[src/rtl/hazard_stall_ctrl_if.sv]
// Pipeline hazard interface: ID/EXE hazard fields in, pipeline register controls out.
// The master side is the pipeline datapath; the slave side is the stall controller.
interface hazard_stall_ctrl_if #(
  parameter int CNT_W = 16
);
  logic [4:0]       id_src1;
  logic [4:0]       id_src2;
  logic             id_two_src;
  logic [4:0]       exe_dest;
  logic             exe_mem_r_en;
  logic [3:0]       exe_cmd;
  logic             br_taken;
  logic             pc_freeze;
  logic             ifid_freeze;
  logic             ifid_flush;
  logic             idex_hold;
  logic             idex_flush;
  logic             exmem_flush;
  logic             mc_busy;
  logic [CNT_W-1:0] stall_cnt;

  modport master (
    output id_src1, id_src2, id_two_src, exe_dest, exe_mem_r_en, exe_cmd, br_taken,
    input  pc_freeze, ifid_freeze, ifid_flush, idex_hold, idex_flush, exmem_flush,
           mc_busy, stall_cnt
  );

  modport slave (
    input  id_src1, id_src2, id_two_src, exe_dest, exe_mem_r_en, exe_cmd, br_taken,
    output pc_freeze, ifid_freeze, ifid_flush, idex_hold, idex_flush, exmem_flush,
           mc_busy, stall_cnt
  );
endinterface

[src/rtl/hazard_stall_ctrl.sv]
// Pipeline stall/flush controller: load-use bubbles, taken-branch flushes and
// multicycle EXE holds, plus a saturating stalled-cycle counter.
module hazard_stall_ctrl #(
  parameter logic [3:0] MC_CMD = 4'hE,
  parameter int         MC_LAT = 4,
  parameter int         CNT_W  = 16
) (
  input logic               clk,
  input logic               rst_n,
  hazard_stall_ctrl_if.slave bus
);
  typedef enum logic [0:0] {
    ST_RUN     = 1'b0,
    ST_MC_BUSY = 1'b1
  } state_t;

  // MC_LAT-2 remaining hold cycles after the first; unused when MC_LAT==1.
  localparam logic [3:0] MC_INIT = 4'(MC_LAT - 2);

  state_t           state_r;
  logic [3:0]       mc_cnt_r;
  logic [CNT_W-1:0] stall_cnt_r;

  logic mc_start_s;
  logic hold_s;
  logic lu_s;
  logic pc_freeze_s;
  logic ifid_freeze_s;
  logic ifid_flush_s;
  logic idex_hold_s;
  logic idex_flush_s;
  logic exmem_flush_s;
  logic mc_busy_s;

  // Hazard detection terms.
  always_comb begin
    mc_start_s = (state_r == ST_RUN) && (bus.exe_cmd == MC_CMD) && (MC_LAT > 1);
    hold_s     = mc_start_s || ((state_r == ST_MC_BUSY) && (mc_cnt_r != 4'd0));
    lu_s       = bus.exe_mem_r_en && (bus.exe_dest != 5'd0) &&
                 ((bus.exe_dest == bus.id_src1) ||
                  (bus.id_two_src && (bus.exe_dest == bus.id_src2)));
  end

  // Prioritised control decode; everything is forced low while in reset.
  always_comb begin
    pc_freeze_s   = 1'b0;
    ifid_freeze_s = 1'b0;
    ifid_flush_s  = 1'b0;
    idex_hold_s   = 1'b0;
    idex_flush_s  = 1'b0;
    exmem_flush_s = 1'b0;
    mc_busy_s     = 1'b0;
    if (!rst_n) begin
      pc_freeze_s = 1'b0;
    end else if (hold_s) begin
      pc_freeze_s   = 1'b1;
      ifid_freeze_s = 1'b1;
      idex_hold_s   = 1'b1;
      exmem_flush_s = 1'b1;
      mc_busy_s     = 1'b1;
    end else if (bus.br_taken) begin
      // The ID instruction is on the wrong path, so a pending load-use stall is moot.
      ifid_flush_s = 1'b1;
      idex_flush_s = 1'b1;
    end else if (lu_s) begin
      pc_freeze_s   = 1'b1;
      ifid_freeze_s = 1'b1;
      idex_flush_s  = 1'b1;
    end else begin
      pc_freeze_s = 1'b0;
    end
  end

  // Multicycle sequencing FSM and stall performance counter.
  always_ff @(posedge clk or negedge rst_n) begin
    if (!rst_n) begin
      state_r     <= ST_RUN;
      mc_cnt_r    <= 4'd0;
      stall_cnt_r <= '0;
    end else begin
      case (state_r)
        ST_RUN: begin
          if (mc_start_s) begin
            state_r  <= ST_MC_BUSY;
            mc_cnt_r <= MC_INIT;
          end
        end
        ST_MC_BUSY: begin
          if (mc_cnt_r != 4'd0) begin
            mc_cnt_r <= mc_cnt_r - 4'd1;
          end else begin
            state_r <= ST_RUN;
          end
        end
        default: begin
          state_r  <= ST_RUN;
          mc_cnt_r <= 4'd0;
        end
      endcase
      if (pc_freeze_s && (stall_cnt_r != {CNT_W{1'b1}})) begin
        stall_cnt_r <= stall_cnt_r + CNT_W'(1'b1);
      end
    end
  end

  assign bus.pc_freeze   = pc_freeze_s;
  assign bus.ifid_freeze = ifid_freeze_s;
  assign bus.ifid_flush  = ifid_flush_s;
  assign bus.idex_hold   = idex_hold_s;
  assign bus.idex_flush  = idex_flush_s;
  assign bus.exmem_flush = exmem_flush_s;
  assign bus.mc_busy     = mc_busy_s;
  assign bus.stall_cnt   = stall_cnt_r;
endmodule

[src/flat_wrapper.sv]
// flat-port wrapper written by rule: the top's interface ports become plain ports
module hazard_stall_ctrl_flat 
#(
  parameter logic [3:0] MC_CMD = 4'hE,
  parameter int         MC_LAT = 4,
  parameter int         CNT_W  = 16
)
  (clk, rst_n, bus_id_src1, bus_id_src2, bus_id_two_src, bus_exe_dest, bus_exe_mem_r_en, bus_exe_cmd, bus_br_taken, bus_pc_freeze, bus_ifid_freeze, bus_ifid_flush, bus_idex_hold, bus_idex_flush, bus_exmem_flush, bus_mc_busy, bus_stall_cnt);
  hazard_stall_ctrl_if #(.CNT_W(CNT_W)) bus_i ();
  input logic clk;
  input logic rst_n;
  input wire logic [$bits(bus_i.id_src1)-1:0] bus_id_src1;
  input wire logic [$bits(bus_i.id_src2)-1:0] bus_id_src2;
  input wire logic [$bits(bus_i.id_two_src)-1:0] bus_id_two_src;
  input wire logic [$bits(bus_i.exe_dest)-1:0] bus_exe_dest;
  input wire logic [$bits(bus_i.exe_mem_r_en)-1:0] bus_exe_mem_r_en;
  input wire logic [$bits(bus_i.exe_cmd)-1:0] bus_exe_cmd;
  input wire logic [$bits(bus_i.br_taken)-1:0] bus_br_taken;
  output wire logic [$bits(bus_i.pc_freeze)-1:0] bus_pc_freeze;
  output wire logic [$bits(bus_i.ifid_freeze)-1:0] bus_ifid_freeze;
  output wire logic [$bits(bus_i.ifid_flush)-1:0] bus_ifid_flush;
  output wire logic [$bits(bus_i.idex_hold)-1:0] bus_idex_hold;
  output wire logic [$bits(bus_i.idex_flush)-1:0] bus_idex_flush;
  output wire logic [$bits(bus_i.exmem_flush)-1:0] bus_exmem_flush;
  output wire logic [$bits(bus_i.mc_busy)-1:0] bus_mc_busy;
  output wire logic [$bits(bus_i.stall_cnt)-1:0] bus_stall_cnt;
  assign bus_i.id_src1 = bus_id_src1;
  assign bus_i.id_src2 = bus_id_src2;
  assign bus_i.id_two_src = bus_id_two_src;
  assign bus_i.exe_dest = bus_exe_dest;
  assign bus_i.exe_mem_r_en = bus_exe_mem_r_en;
  assign bus_i.exe_cmd = bus_exe_cmd;
  assign bus_i.br_taken = bus_br_taken;
  assign bus_pc_freeze = bus_i.pc_freeze;
  assign bus_ifid_freeze = bus_i.ifid_freeze;
  assign bus_ifid_flush = bus_i.ifid_flush;
  assign bus_idex_hold = bus_i.idex_hold;
  assign bus_idex_flush = bus_i.idex_flush;
  assign bus_exmem_flush = bus_i.exmem_flush;
  assign bus_mc_busy = bus_i.mc_busy;
  assign bus_stall_cnt = bus_i.stall_cnt;
  hazard_stall_ctrl #(.MC_CMD(MC_CMD), .MC_LAT(MC_LAT), .CNT_W(CNT_W)) u_core (.clk(clk), .rst_n(rst_n), .bus(bus_i));
endmodule
[config.mk]
export PLATFORM = sky130hd
export DESIGN_NAME = hazard_stall_ctrl_flat
export DESIGN_NICKNAME = d
export VERILOG_FILES = /design/src/rtl/hazard_stall_ctrl_if.sv /design/src/rtl/hazard_stall_ctrl.sv /design/src/flat_wrapper.sv
export SDC_FILE = /design/constraint.sdc
export NUM_CORES = 1
export LEC_CHECK = 0
export CAP_MARGIN = 20
export CORE_MARGIN = 2
export CORE_UTILIZATION = 40
export DETAILED_ROUTE_END_ITERATION = 10
export GPL_TIMING_DRIVEN = 1
export MAX_ROUTING_LAYER = met4
export PLACE_DENSITY_LB_ADDON = 0.05
export SYNTH_ARGS = -nofsm -noshare
export SYNTH_HDL_FRONTEND = slang
export SYNTH_SLANG_ARGS = --single-unit
[constraint.sdc]
create_clock -name clk -period 2.51 [get_ports clk]
set_input_delay 0.502 -clock clk [delete_from_list [all_inputs] [get_ports clk]]
set_output_delay 0.502 -clock clk [all_outputs]
set_load 0.1 [all_outputs]
After elaboration in Yosys (flattened, before gate mapping)
Index checks and enable logic that the tools add are counted.
{"block": "totals", "ff_bits": 21, "in_bits": 24, "out_inout_bits": 23, "elab_cells": 41}
{"block": "op_classes", "add_sub_neg": 2, "eq_ne": 6, "n_mux": 18, "bitwise_logic": 1, "n_reduce_logical": 11}
{"cell": "$add A16 B1 Y16 const B", "count": 1}
{"cell": "$ne A16 B16 Y1 const B", "count": 1}
{"cell": "$mux W1", "count": 14}
{"cell": "$eq A5 B5 Y1", "count": 2}
{"cell": "$mux W4", "count": 2}
{"cell": "$pmux W4 S2", "count": 1}
{"cell": "$logic_and A1 B1 Y1", "count": 6}
{"cell": "$reduce_bool A5 Y1", "count": 1}
{"cell": "$eq A4 B4 Y1 const B", "count": 1}
{"cell": "$reduce_bool A4 Y1", "count": 1}
{"cell": "$sub A4 B1 Y4 const B", "count": 1}
{"cell": "$logic_or A1 B1 Y1", "count": 2}
{"cell": "$ne A2 B1 Y1 const B", "count": 1}
{"cell": "$ne A2 B2 Y1 const B", "count": 1}
{"cell": "$pmux W1 S2", "count": 1}
{"cell": "$reduce_and A2 Y1", "count": 1}
{"cell": "$not A1 Y1", "count": 1}

Depth between registers and ports, before layout
{"block": "logic_depth", "ltp_word": 9, "depth_mapped": 11}

Worst setup path after synthesis
Ideal clock, no wire load.
{"block": "synth_path", "path_type": "in2out", "startpoint": "in bus_exe_dest[3]", "endpoint": "out bus_pc_freeze", "arrival_time_ns": 2.242, "required_time_ns": 2.008, "path_slack_ns": -0.234, "path_stages": 6, "path_buffers": 2, "cell_sequence": "xor2_1 > nor4_2 > a32oi_1 > o41ai_4 > buf_6 > buf_4"}
{"block": "synth_between", "elab_chain_cells": 8}
{"element": "start: declaration", "line_no": "flat_wrapper.sv:15", "source": "input wire logic [$bits(bus_i.exe_dest)-1:0] bus_exe_dest;"}
{"element": "$eq A5 B5 Y1", "line_no": "hazard_stall_ctrl.sv:41", "source": "(bus.id_two_src && (bus.exe_dest == bus.id_src2)));"}
{"element": "$logic_and A1 B1 Y1", "line_no": "hazard_stall_ctrl.sv:41"}
{"element": "$logic_or A1 B1 Y1", "line_no": "hazard_stall_ctrl.sv:40", "source": "((bus.exe_dest == bus.id_src1) ||"}
{"element": "$logic_and A1 B1 Y1 (*)", "line_no": "hazard_stall_ctrl.sv:39", "source": "lu_s = bus.exe_mem_r_en && (bus.exe_dest != 5'd0) &&"}
{"element": "$mux W1 (*) (4 in a row)"}
{"element": "end: declaration", "line_no": "flat_wrapper.sv:19", "source": "output wire logic [$bits(bus_i.pc_freeze)-1:0] bus_pc_freeze;"}
Every way passes the cells marked *; elsewhere a longest branch is shown, timed or not.

Worst setup path after layout
{"block": "layout_path", "startpoint": "reg u_core.mc_cnt_r[0]", "endpoint": "out bus_ifid_freeze"}
{"block": "layout_between", "elab_chain_cells": 5}
{"element": "start: declaration", "line_no": "hazard_stall_ctrl.sv:21", "source": "logic [3:0] mc_cnt_r;"}
{"element": "start signal: assignment", "line_no": "hazard_stall_ctrl.sv:90", "source": "mc_cnt_r <= mc_cnt_r - 4'd1;"}
{"element": "$reduce_bool A4 Y1", "line_no": "hazard_stall_ctrl.sv:38", "source": "hold_s = mc_start_s || ((state_r == ST_MC_BUSY) && (mc_cnt_r != 4'd0));"}
{"element": "$logic_and A1 B1 Y1", "line_no": "hazard_stall_ctrl.sv:38"}
{"element": "$logic_or A1 B1 Y1", "line_no": "hazard_stall_ctrl.sv:38"}
{"element": "$mux W1", "line_no": "hazard_stall_ctrl.sv:55", "source": "end else if (hold_s) begin"}
{"element": "$mux W1", "line_no": "hazard_stall_ctrl.sv:53", "source": "if (!rst_n) begin"}
{"element": "end: declaration", "line_no": "flat_wrapper.sv:20", "source": "output wire logic [$bits(bus_i.ifid_freeze)-1:0] bus_ifid_freeze;"}
No other way between the ends.

==> impl_metrics.toml <==
[global_route]
grt_pass1_wl_mm = 4.88
grt_start_max_net_pins = 25
grt_overflow = 0
grt_use_total = 0.178
grt_pass1_vias = 1116
antenna_found_initial = 0

[cells_and_area]
fin_area_mm2 = 0.00213
area_delta_synth_final_pct = 60.0
instances_no_fill = 232
diodes = 0
drive_gt1_frac = 0.447
nets = 215

[clock_network]
cts_tree = "yes"
htreeDepth = 1
ctsLongestPathBuffers = 2
cts_root_buffer = "clkbuf_4"
cts_sinks = 21
insertion_delay_ps = 310
cts_made_buffers = 3
ctsHoldBuffers = 0
path_clk_slew_ps = 120

[timing]
skew_ps = 0.803
timing.max_slew.rel_slack = 0.814
final.setup.worst_slack_ps = -126
max_freq_ghz = 0.379
slew_viol_final = 0
finalCritPeriodShare = 1.05
rsz0062_at_grt = "yes"
worst_pin_slew_ps = 279
final-hold-violation-count = 0
layout_min_cycle_time_ps = 2640
setup_viol = 7

[synthesis]
synth_most_common_cell = "dfrtp_1"
synthCells = 119
synth_top_area_share = 0.395
ys_seq_elements = 21
synth.avg_cell_area_um2 = 11.2
synth_top_cell_by_area = "dfrtp_1"
ys_seq_area_frac = 0.395
synth_common_cells = "dfrtp_1, xnor2_1, xor2_1"
syn-num-nets = 145
ys_types = 36
synth_edf_count = 0
ys_async_sr_fraction = 1.00
ys.flop_type = "dfrtp_1"
syn_area_mm2 = 0.00133
synth_area_leaders = "dfrtp_1, xnor2_1, xor2_1, nand3_2, and3_1"
yosys_warnings = 0

[floorplan]
placement_rows = 20
start_util = 0.428
core_mm2 = 0.00310
die_w_um = 61.6
ios = 47
die_y_um = 61.6
die-area_mm2 = 0.00380

[placement]
place_area_mm2 = 0.00196
gp_congestion = 0.787
port_buffers = 46
dp_hpwl_mm = 2.23
dp_cells = 219

[drt]
vias = 1118
routed_wl_mm = 3.03
avgViaCountPerCell = 4.82
route.detailed.drc = 0
drt_iter0_drc = 45
firstDrtPassIters = 4
wire_per_inst_um = 13.1
drtAntennaViolNets = 0

[critical_path]
criticalPathCategory = "reg -> out"
cp_max_fo = 3
end_kind = "output port"
required_ps = 2010
worstPathArrival_ps = 2130
cp-start-kind = "flip-flop"

[power_and_ir_drop]
p_leak_nw = 1.04
peakVddDrop_mv = 0.693
p_per_area_mw_per_mm2 = 891

[min_path]
min_path_type = "reg -> reg"

[outcome]
outcome = "finished with violations"
violations = "setup timing"

[job]
maxCapViolations = 0
==> metal layers <==
metal	GRT usage	wire length (µm)	vias to the layer above
met2	0.286	1450	32
met3	0.0315	182	5
met5	-	0	-
met4	0.0638	38	0
met1	0.225	1360	530
li1	-	-	551
==> sequential cells by signal (all words and copies together) (netlist names) <==
register,count
u_core.mc_cnt_r,4
u_core.state_r,1
u_core.bus.stall_cnt,16
==> placed cells by master (no fill, tap or decap), types with 2 or more instances in the layout <==
master / count
buf_4: 39
dfrtp_1: 21
clkdlybuf4s50_1: 14
xnor2_1: 12
xor2_1: 10
and3_1: 9
buf_12: 8
nand3_2: 7
dlygate4sd2_1: 5
nand3_1: 4
inv_1: 3
xnor2_2: 3
nor2_1: 3
nand2_1: 3
nand4_1: 3
clkbuf_4: 3
dlymetal6s2s_1: 3
inv_2: 2
inv_4: 2
and4_1: 2
a21oi_1: 2
and2_1: 2
nand4_4: 2
==> cell families after synthesis <==
logic type	share of synthesized area
AOI/OAI and AO/OA	0.0631
xor gates and xnor gates	0.183
adders and majority gates	0.0188
buffers and inverters	0.0527
DFF	0.395
muxes	0.0160
and+or+nand+nor	0.271
==> timing repair <==
action,CTS,global route
setup buffers,7,3
pin swaps,7,4
cloned,0,0
resized for setup,19,8
setup endpoints to repair,7,9
==> layout make-up <==
cell class | count | area, µm²
clock buffer | 3 | 22.5
clock inverter | 1 | 5.00
fill | 255 | 977
inverter | 7 | 31.3
multi-input combinational | 86 | 807
sequential | 21 | 526
tap | 44 | 55.1
timing repair buffer | 70 | 679
==> worst max-delay path: stages, from the launching register on <==
cell,delay (ps)
dfrtp_1,410
inv_2,80
ha_4,130
or3b_4,370
and2_4,160
a21oi_4,140
inv_4,50
nand2_4,80
o41ai_4,60
buf_4,170
buf_12,160
==> worst paths after layout <==
kind                                    startpoint                       end  slack, ps  cells after the start
max in group asynchronous                    rst_n  u_core.bus.stall_cnt[10]       1810                      2
hold / removal             u_core.bus.stall_cnt[9]   u_core.bus.stall_cnt[9]        510                      1
min in group asynchronous                    rst_n   u_core.bus.stall_cnt[0]        560                      2
setup reg to reg                u_core.mc_cnt_r[0]   u_core.bus.stall_cnt[1]         90                     13
setup / recovery                u_core.mc_cnt_r[0]           bus_ifid_freeze       -130                     10
hold reg to reg            u_core.bus.stall_cnt[9]   u_core.bus.stall_cnt[9]        510                      1
==> through the flow <==
stage,hold WS (ps),util,total power [W],TNS [ps],setup slack (ps)
after global placement,480,0.631,0.00157,-3390,-282
final,508,0.685,0.00189,-625,-126
after global routing,530,0.685,0.00199,-1190,-207
after floorplan,206,-,0.00125,-132,-132
after detailed placement,488,0.631,0.00158,-4310,-326
after CTS,508,0.673,0.00187,-628,-124
==> report_power, final <==
part           leakage (nW)  switching (W)  internal (W)
registers             0.271      0.0000693      0.000414
logic                 0.753       0.000771      0.000474
clock network        0.0177       0.000107     0.0000596
total                  1.04       0.000947      0.000947
Power figures use the tool's default switching activity.
